File: src/rtl/pipeline_ctrl_if.sv
// Control bundle between the pipeline datapath and the stall/flush controller.
// The datapath drives the master side and the controller drives the slave side.
interface pipeline_ctrl_if #(
    parameter int unsigned CNT_W = 16
);
    logic             ihit;
    logic             dhit;
    logic             mem_dreq;
    logic             idex_memread;
    logic [4:0]       idex_rd;
    logic [4:0]       ifid_rs;
    logic [4:0]       ifid_rt;
    logic             branch_taken;
    logic             halt_mem;
    logic             pc_en;
    logic             ifid_en;
    logic             ifid_flush;
    logic             idex_en;
    logic             idex_flush;
    logic             exmem_en;
    logic             exmem_flush;
    logic             memwb_en;
    logic             memwb_flush;
    logic             dreq_mask;
    logic             halt_out;
    logic [CNT_W-1:0] stall_cnt;

    modport master (
        output ihit, dhit, mem_dreq, idex_memread, idex_rd, ifid_rs, ifid_rt,
               branch_taken, halt_mem,
        input  pc_en, ifid_en, ifid_flush, idex_en, idex_flush, exmem_en,
               exmem_flush, memwb_en, memwb_flush, dreq_mask, halt_out, stall_cnt
    );

    modport slave (
        input  ihit, dhit, mem_dreq, idex_memread, idex_rd, ifid_rs, ifid_rt,
               branch_taken, halt_mem,
        output pc_en, ifid_en, ifid_flush, idex_en, idex_flush, exmem_en,
               exmem_flush, memwb_en, memwb_flush, dreq_mask, halt_out, stall_cnt
    );
endinterface

File: src/rtl/pipeline_ctrl.sv
// Stall/flush controller for the five-stage pipeline: reconciles split memory
// hits with sticky latches and decodes per-register enable/flush pairs.
module pipeline_ctrl #(
    parameter int unsigned CNT_W = 16
) (
    input logic            CLK,
    input logic            nRST,
    pipeline_ctrl_if.slave bus
);
    typedef enum logic {RUN, HALT} state_t;

    state_t           state, next_state;
    logic             ihit_q, dhit_q;
    logic             fe_ready, be_ready, step, lu;
    logic [CNT_W-1:0] cnt;

    assign fe_ready = bus.ihit | ihit_q;
    assign be_ready = ~bus.mem_dreq | bus.dhit | dhit_q;
    assign step     = (state == RUN) & fe_ready & be_ready;
    assign lu       = bus.idex_memread & (bus.idex_rd != 5'd0) &
                      ((bus.idex_rd == bus.ifid_rs) | (bus.idex_rd == bus.ifid_rt));

    always_ff @(posedge CLK or negedge nRST) begin
        if (!nRST) state <= RUN;
        else       state <= next_state;
    end

    always_comb begin
        next_state = state;
        if (state == RUN && step && bus.halt_mem) next_state = HALT;
    end

    // Flags remember a hit from one port while the other port is still outstanding.
    always_ff @(posedge CLK or negedge nRST) begin
        if (!nRST) begin
            ihit_q <= 1'b0;
            dhit_q <= 1'b0;
        end else if (state == RUN) begin
            if (step) begin
                ihit_q <= 1'b0;
                dhit_q <= 1'b0;
            end else begin
                ihit_q <= ihit_q | bus.ihit;
                dhit_q <= dhit_q | (bus.dhit & bus.mem_dreq);
            end
        end
    end

    always_ff @(posedge CLK or negedge nRST) begin
        if (!nRST)                                  cnt <= '0;
        else if (state == RUN && !step && cnt != '1) cnt <= cnt + 1'b1;
    end

    assign bus.stall_cnt = cnt;
    assign bus.dreq_mask = dhit_q;

    always_comb begin
        bus.pc_en       = 1'b0;
        bus.ifid_en     = 1'b0;
        bus.ifid_flush  = 1'b0;
        bus.idex_en     = 1'b0;
        bus.idex_flush  = 1'b0;
        bus.exmem_en    = 1'b0;
        bus.exmem_flush = 1'b0;
        bus.memwb_en    = 1'b0;
        bus.memwb_flush = 1'b0;
        bus.halt_out    = (state == HALT);
        if (state == RUN) begin
            if (!step) begin
                // Bubble into WB so a stalled instruction never writes twice.
                bus.memwb_en    = 1'b1;
                bus.memwb_flush = 1'b1;
            end else if (bus.halt_mem || bus.branch_taken) begin
                bus.pc_en       = bus.branch_taken & ~bus.halt_mem;
                bus.ifid_en     = 1'b1;
                bus.ifid_flush  = 1'b1;
                bus.idex_en     = 1'b1;
                bus.idex_flush  = 1'b1;
                bus.exmem_en    = 1'b1;
                bus.exmem_flush = 1'b1;
                bus.memwb_en    = 1'b1;
            end else if (lu) begin
                bus.idex_en     = 1'b1;
                bus.idex_flush  = 1'b1;
                bus.exmem_en    = 1'b1;
                bus.memwb_en    = 1'b1;
            end else begin
                bus.pc_en       = 1'b1;
                bus.ifid_en     = 1'b1;
                bus.idex_en     = 1'b1;
                bus.exmem_en    = 1'b1;
                bus.memwb_en    = 1'b1;
            end
        end
    end
endmodule
File: src/flat_wrapper.sv
// flat-port wrapper written by rule: the top's interface ports become plain ports
module pipeline_ctrl_flat 
#(
    parameter int unsigned CNT_W = 16
)
  (CLK, nRST, bus_ihit, bus_dhit, bus_mem_dreq, bus_idex_memread, bus_idex_rd, bus_ifid_rs, bus_ifid_rt, bus_branch_taken, bus_halt_mem, bus_pc_en, bus_ifid_en, bus_ifid_flush, bus_idex_en, bus_idex_flush, bus_exmem_en, bus_exmem_flush, bus_memwb_en, bus_memwb_flush, bus_dreq_mask, bus_halt_out, bus_stall_cnt);
  pipeline_ctrl_if #(.CNT_W(CNT_W)) bus_i ();
  input logic CLK;
  input logic nRST;
  input wire logic [$bits(bus_i.ihit)-1:0] bus_ihit;
  input wire logic [$bits(bus_i.dhit)-1:0] bus_dhit;
  input wire logic [$bits(bus_i.mem_dreq)-1:0] bus_mem_dreq;
  input wire logic [$bits(bus_i.idex_memread)-1:0] bus_idex_memread;
  input wire logic [$bits(bus_i.idex_rd)-1:0] bus_idex_rd;
  input wire logic [$bits(bus_i.ifid_rs)-1:0] bus_ifid_rs;
  input wire logic [$bits(bus_i.ifid_rt)-1:0] bus_ifid_rt;
  input wire logic [$bits(bus_i.branch_taken)-1:0] bus_branch_taken;
  input wire logic [$bits(bus_i.halt_mem)-1:0] bus_halt_mem;
  output wire logic [$bits(bus_i.pc_en)-1:0] bus_pc_en;
  output wire logic [$bits(bus_i.ifid_en)-1:0] bus_ifid_en;
  output wire logic [$bits(bus_i.ifid_flush)-1:0] bus_ifid_flush;
  output wire logic [$bits(bus_i.idex_en)-1:0] bus_idex_en;
  output wire logic [$bits(bus_i.idex_flush)-1:0] bus_idex_flush;
  output wire logic [$bits(bus_i.exmem_en)-1:0] bus_exmem_en;
  output wire logic [$bits(bus_i.exmem_flush)-1:0] bus_exmem_flush;
  output wire logic [$bits(bus_i.memwb_en)-1:0] bus_memwb_en;
  output wire logic [$bits(bus_i.memwb_flush)-1:0] bus_memwb_flush;
  output wire logic [$bits(bus_i.dreq_mask)-1:0] bus_dreq_mask;
  output wire logic [$bits(bus_i.halt_out)-1:0] bus_halt_out;
  output wire logic [$bits(bus_i.stall_cnt)-1:0] bus_stall_cnt;
  assign bus_i.ihit = bus_ihit;
  assign bus_i.dhit = bus_dhit;
  assign bus_i.mem_dreq = bus_mem_dreq;
  assign bus_i.idex_memread = bus_idex_memread;
  assign bus_i.idex_rd = bus_idex_rd;
  assign bus_i.ifid_rs = bus_ifid_rs;
  assign bus_i.ifid_rt = bus_ifid_rt;
  assign bus_i.branch_taken = bus_branch_taken;
  assign bus_i.halt_mem = bus_halt_mem;
  assign bus_pc_en = bus_i.pc_en;
  assign bus_ifid_en = bus_i.ifid_en;
  assign bus_ifid_flush = bus_i.ifid_flush;
  assign bus_idex_en = bus_i.idex_en;
  assign bus_idex_flush = bus_i.idex_flush;
  assign bus_exmem_en = bus_i.exmem_en;
  assign bus_exmem_flush = bus_i.exmem_flush;
  assign bus_memwb_en = bus_i.memwb_en;
  assign bus_memwb_flush = bus_i.memwb_flush;
  assign bus_dreq_mask = bus_i.dreq_mask;
  assign bus_halt_out = bus_i.halt_out;
  assign bus_stall_cnt = bus_i.stall_cnt;
  pipeline_ctrl #(.CNT_W(CNT_W)) u_core (.CLK(CLK), .nRST(nRST), .bus(bus_i));
endmodule
File: config.mk
export PLATFORM = sky130hd
export DESIGN_NAME = pipeline_ctrl_flat
export DESIGN_NICKNAME = d
export VERILOG_FILES = /design/src/rtl/pipeline_ctrl_if.sv /design/src/rtl/pipeline_ctrl.sv /design/src/flat_wrapper.sv
export SDC_FILE = /design/constraint.sdc
export NUM_CORES = 1
export LEC_CHECK = 0
export ABC_AREA = 1
export BUFFER_PORTS_ARGS = -buffer_cell sky130_fd_sc_hd__buf_2
export CAP_MARGIN = 20
export CORE_MARGIN = 2
export CORE_UTILIZATION = 49
export DETAILED_ROUTE_END_ITERATION = 10
export HOLD_SLACK_MARGIN = 0.1
export PLACE_DENSITY = 0.91
export SYNTH_ARGS = -nofsm -noshare
export SYNTH_HDL_FRONTEND = slang
export SYNTH_SLANG_ARGS = --single-unit
File: constraint.sdc
create_clock -name CLK -period 2.05 [get_ports CLK]
set_input_delay 0.3075 -clock CLK [delete_from_list [all_inputs] [get_ports CLK]]
set_output_delay 0.3075 -clock CLK [all_outputs]
set_load 0.01 [all_outputs]
Word level (Yosys, flattened, before mapping)
Index checks and enable logic that the tools add are counted.
- logic and storage cells: 50
- bits in registers: 19
- latch bits: 0
- output and inout port bits: 27
- bits in writable memories: 0
- memories kept: 0
- ROM bits: 0
- multiply operators: 0
- order comparisons: 0
- muxes and demuxes: 21
- bitwise operators: 14
- reductions and logical operators: 7
- div/mod/pow operators: 0
- add/sub/neg operators: 1
- eq/ne operators: 3
- shifts and indexed selects: 0
- operators by type and width (cell ; count):
    two-way mux 1 bit ; 21
    adder 16 x 1 -> 16 bit, second input constant ; 1
    inequality test 16 bit, second input constant ; 1
    equality test 5 bit ; 2
    bitwise AND 1 bit ; 6
    bitwise OR 1 bit ; 5
    nonzero test 5 bit ; 1
    logical AND 1 bit ; 4
    inverter 1 bit ; 3
    logical NOT 1 bit ; 1
    logical OR 1 bit ; 1

Longest topological paths before layout
- depth in word-level cells: 7
- gate-level depth with buffers: 10
- mapped depth without buffers: 10

Worst setup path after synthesis
Ideal clock, no wire load.
- kind: reg2out
- from: reg u_core.state (netlist: u_core.bus.halt_out)
- to: out bus_ifid_flush
- data arrival time: 1347 ps
- slack: 395 ps
- cell stages (with the launch flop): 7
- data required time: 1742 ps
- path through: dfrtp_1 > inv_2 > o21ai_2 > nor2_2 > inv_1 > nor2_1 > buf_4
- cells in the longest elaborated chain, start to end: 5
- ends and longest elaborated chain (what ; line ; text):
    start: declaration ; pipeline_ctrl.sv:12 ; state_t state, next_state;
    start signal: assignment ; pipeline_ctrl.sv:25 ; else state <= next_state;
    inverter 1 bit ; pipeline_ctrl.sv:19 ; assign step = (state == RUN) & fe_ready & be_ready;
    bitwise AND 1 bit (2 in series) ; pipeline_ctrl.sv:19 ;
    two-way mux 1 bit ; - ;
    two-way mux 1 bit (*) ; - ;
    end: declaration ; flat_wrapper.sv:21 ; output wire logic [$bits(bus_i.ifid_flush)-1:0] bus_ifid_flush;
Every way passes the cells marked *; elsewhere a longest branch is shown, timed or not.

Final worst setup path
- from: reg u_core.state (netlist: u_core.bus.halt_out)
- to: out bus_ifid_en
- cells in the longest elaborated chain, start to end: 5
- ends and longest elaborated chain (what ; line ; text):
    inverter 1 bit ; pipeline_ctrl.sv:19 ;
    bitwise AND 1 bit (2 in series) ; pipeline_ctrl.sv:19 ;
    two-way mux 1 bit ; pipeline_ctrl.sv:69 ; if (!step) begin
    two-way mux 1 bit (*) ; pipeline_ctrl.sv:68 ; if (state == RUN) begin
    end: declaration ; flat_wrapper.sv:20 ; output wire logic [$bits(bus_i.ifid_en)-1:0] bus_ifid_en;
Marked as above.

==> key figures <==
Placement
  – GP Congestion: slightly above 0.8
  – Placed cell area: ~1600 um2
  – Port Buffers: a little under 50
  – Dpl cells: 262
  – Place WS: slightly below 0.4 ns
  – Dpl hpwl: approximately 2300 um

Timing
  – Worst clock skew: between 0.0007 and 0.0008 ns
  – Final worst path period share: 0.880
  – Relative slew margins: 0.717
  – Post-layout min period: roughly 1.8 ns
  – Unrepaired setup endpoints after global routing: no
  – Slew Viols, Final: 0
  – Fin. Hold Viols: 0
  – Fmax achieved: 0.554 GHz
  – Setup_tns: 0 ns
  – Slew @ Worst Pin: approximately 0.42 ns
  – Worst Slack Setup Final: between 0.2 and 0.25 ns
  – # setup viols final: 0

Clocking
  – Hold buffers post-CTS: 1
  – Worst skew pair latency: 0.29 ns
  – Root buf cell: clkbuf_4
  – Clock buffer depth: 2
  – CTS Sinks: 19
  – Cts repair resizes: 0
  – Clock transition at path regs: ~0.10 ns
  – Post-CTS Setup Repair Bufs: 0
  – CTS tree: yes
  – CTS HTree Levels: 1
  – Total CTS buffers: 3

Power and ir drop
  – Power density cells: ~390 nW/um2
  – Worst VDD drop: 0.347 mV
  – LEAKAGE: 0.000940 uW

Drt
  – Routed wire length per instance: 10.5 um
  – Via count: roughly 1300
  – Via density: between 4 and 5
  – Final WL: about 2800 um
  – Detailed Routing Iterations Pass 1: 4
  – DRC: 0
  – Antenna Nets Post-Route: 0
  – Starting DRC count in detailed routing: 37

Setup path
  – Setup crit start kind: flip-flop
  – Worst Setup End Kind: output port
  – CP arrival: ~1.5 ns
  – CP cell instances: inv_2 > o21ai_2 > nor2_2 > inv_1 > a31oi_1 > buf_2
  – CP bufs+invs: 3
  – Crit path max fanout: 6
  – Critical path launch point: u_core.bus.halt_out
  – CP top delay family: flip-flops
  – Critical Path RT: between 1.5 and 2 ns
  – Crit-path max cell delay: 0.44 ns
  – Worst flop-to-flop path startpoint: u_core.bus.stall_cnt[0]
  – WS Path Type: reg2out
  – CP max-delay cell: dfrtp_1

Flow run
  – Max-cap violations: 0

Logic synthesis
  – Post-synthesis area per instance: about 7.1 um2
  – Post-synth EDFFs: 0
  – Ys flop type: dfrtp_1
  – Post-Syn Area: around 1300 um2
  – Synth Area in Simple Gates: 0.376
  – Synth Instances: around 190
  – Synth Register Bits: 19
  – Yosys warning total: 0
  – Largest family of logic cells by synthesized area: simple AND/OR/NAND/NOR gates
  – Distinct cell type count after synthesis: 25
  – Synth Area in XOR/XNOR: 0.116
  – Mux cell area share after synthesis: 0
  – Async set-reset flop share out of synthesis: 1.00
  – Post-synth net total: 210
  – Adder-Cell Fraction of Synth Area: 0.00943
  – Compound-Gate Fraction of Synth Area: 0.0406
  – Post-synthesis sequential area ratio: 0.358

GRT
  – Gr usage total: 0.182
  – First-pass GRT wire length: around 4600 um
  – Largest net degree at the start of global routing: 20
  – Vias in the first global route: 1126
  – Grt total ovfl: 0
  – Antenna violations before repair: 0

Cells and area
  – Ant. Diodes: 0
  – Layout cell share with drive strength beyond 1: 0.278
  – Final nets: ~260
  – Area grow syn2layout: 22.1%
  – Post-route cell area: about 1600 um2
  – Fin cells: between 200 and 300

Floorplan
  – Die Height: roughly 56 um
  – Site row count: 18
  – Die ar.: 3140 um2
  – Die X: roughly 56 um
  – Starting Density: 0.526
  – Core area: 2520 um2
  – Top-Level Pins: 50

Hold path
  – Hold_sp: bus_dhit
  – Hold WC Path Type: in2reg

Outcome
  – Status: finished clean
[synth_stat cells, types with 3 or more instances]
cell type	number	area, um2
inv_1	26	97.6
o21ai_0	5	25.0
nand4_1	6	37.5
nor2_1	24	90.1
nand2_1	60	225
xnor2_1	5	43.8
dfrtp_1	19	475
nor2_2	3	18.8
nand3_1	9	45.0
nor2_4	3	33.8
xor2_2	3	48.8
xor2_1	7	61.3
[cell families (layout without fill, tap and decap cells)]
family                   Yosys count  in the layout
AND/OR/NAND/NOR                  111            111
buffers and inverters             31             82
flip-flops                        19             19
XOR/XNOR                          15             15
AO/OA/AOI/OAI                      9              9
adder cells (fa/ha/maj)            1              1
[where the power goes]
group	total [uW]	leakage (uW)	switching (uW)	internal, uW
clock network	187	0.0000150	111	75.7
registers	377	0.000249	1.20	376
logic	72.7	0.000676	40.9	31.8
total	637	0.000940	154	483
[layout by cell type (no fill, tap or decap)]
cell type / Yosys / routed
a21oi_1: 1 / 1
a31oi_1: 1 / 1
buf_2: 0 / 49
clkbuf_1: 0 / 1
clkbuf_4: 0 / 3
dfrtp_1: 19 / 19
dlygate4sd3_1: 0 / 1
ha_1: 1 / 1
inv_1: 26 / 26
inv_2: 2 / 2
nand2_1: 60 / 60
nand2_4: 1 / 1
nand3_1: 9 / 9
nand3b_1: 2 / 2
nand4_1: 6 / 6
nor2_1: 24 / 24
nor2_2: 3 / 3
nor2_4: 3 / 3
nor3_1: 1 / 1
nor3_2: 1 / 1
nor3b_1: 1 / 1
o21ai_0: 5 / 5
o21ai_2: 1 / 1
o41ai_1: 1 / 1
xnor2_1: 5 / 5
xor2_1: 7 / 7
xor2_2: 3 / 3
[sequential cells by signal (all words and copies together) (netlist names)]
signal and cells:
u_core.bus.stall_cnt 16, u_core.ihit_q 1, u_core.bus.dreq_mask 1, u_core.bus.halt_out 1
[routing by layer]
layer / vias to the layer above / share of wire / wire (um) / track usage
met2: 51 / 0.49 / 1370 / 0.308
met3: 5 / 0.061 / 170 / 0.0140
met4: 0 / 0.016 / 44 / 0.0714
li1: 669 / - / - / -
met5: - / 0 / 0 / 0
met1: 588 / 0.44 / 1230 / 0.240
[through the flow]
stage                     utilization  hold WS [ns]  power, uW
final                           0.642         0.240        637
after global routing            0.642         0.246        672
after CTS                       0.642         0.238        639
after detailed placement        0.627         0.268        456
after global placement          0.627         0.265        454
after floorplan                     -        0.0119        416
[layout make-up]
cell class              instances  area (um2)
multi-input cells             136         719
fillers                       225         903
clock buffers                   4        26.3
well taps                      30        37.5
inverters                      28         105
repair buffers                 50         255
flip-flops and latches         19         475
[path summary, 6_finish.rpt]
path | depth (start not counted) | end | slack (ns)
hold reg to reg | 1 | u_core.bus.stall_cnt[12] | 0.55
setup / recovery | 6 | bus_ifid_en | 0.25
setup reg to reg | 8 | u_core.bus.stall_cnt[15] | 0.35
max in group asynchronous | 2 | u_core.bus.stall_cnt[1] | 1.29
hold / removal | 2 | u_core.ihit_q | 0.24
min in group asynchronous | 2 | u_core.bus.stall_cnt[8] | 0.47
(Power assumes the default switching activity.)
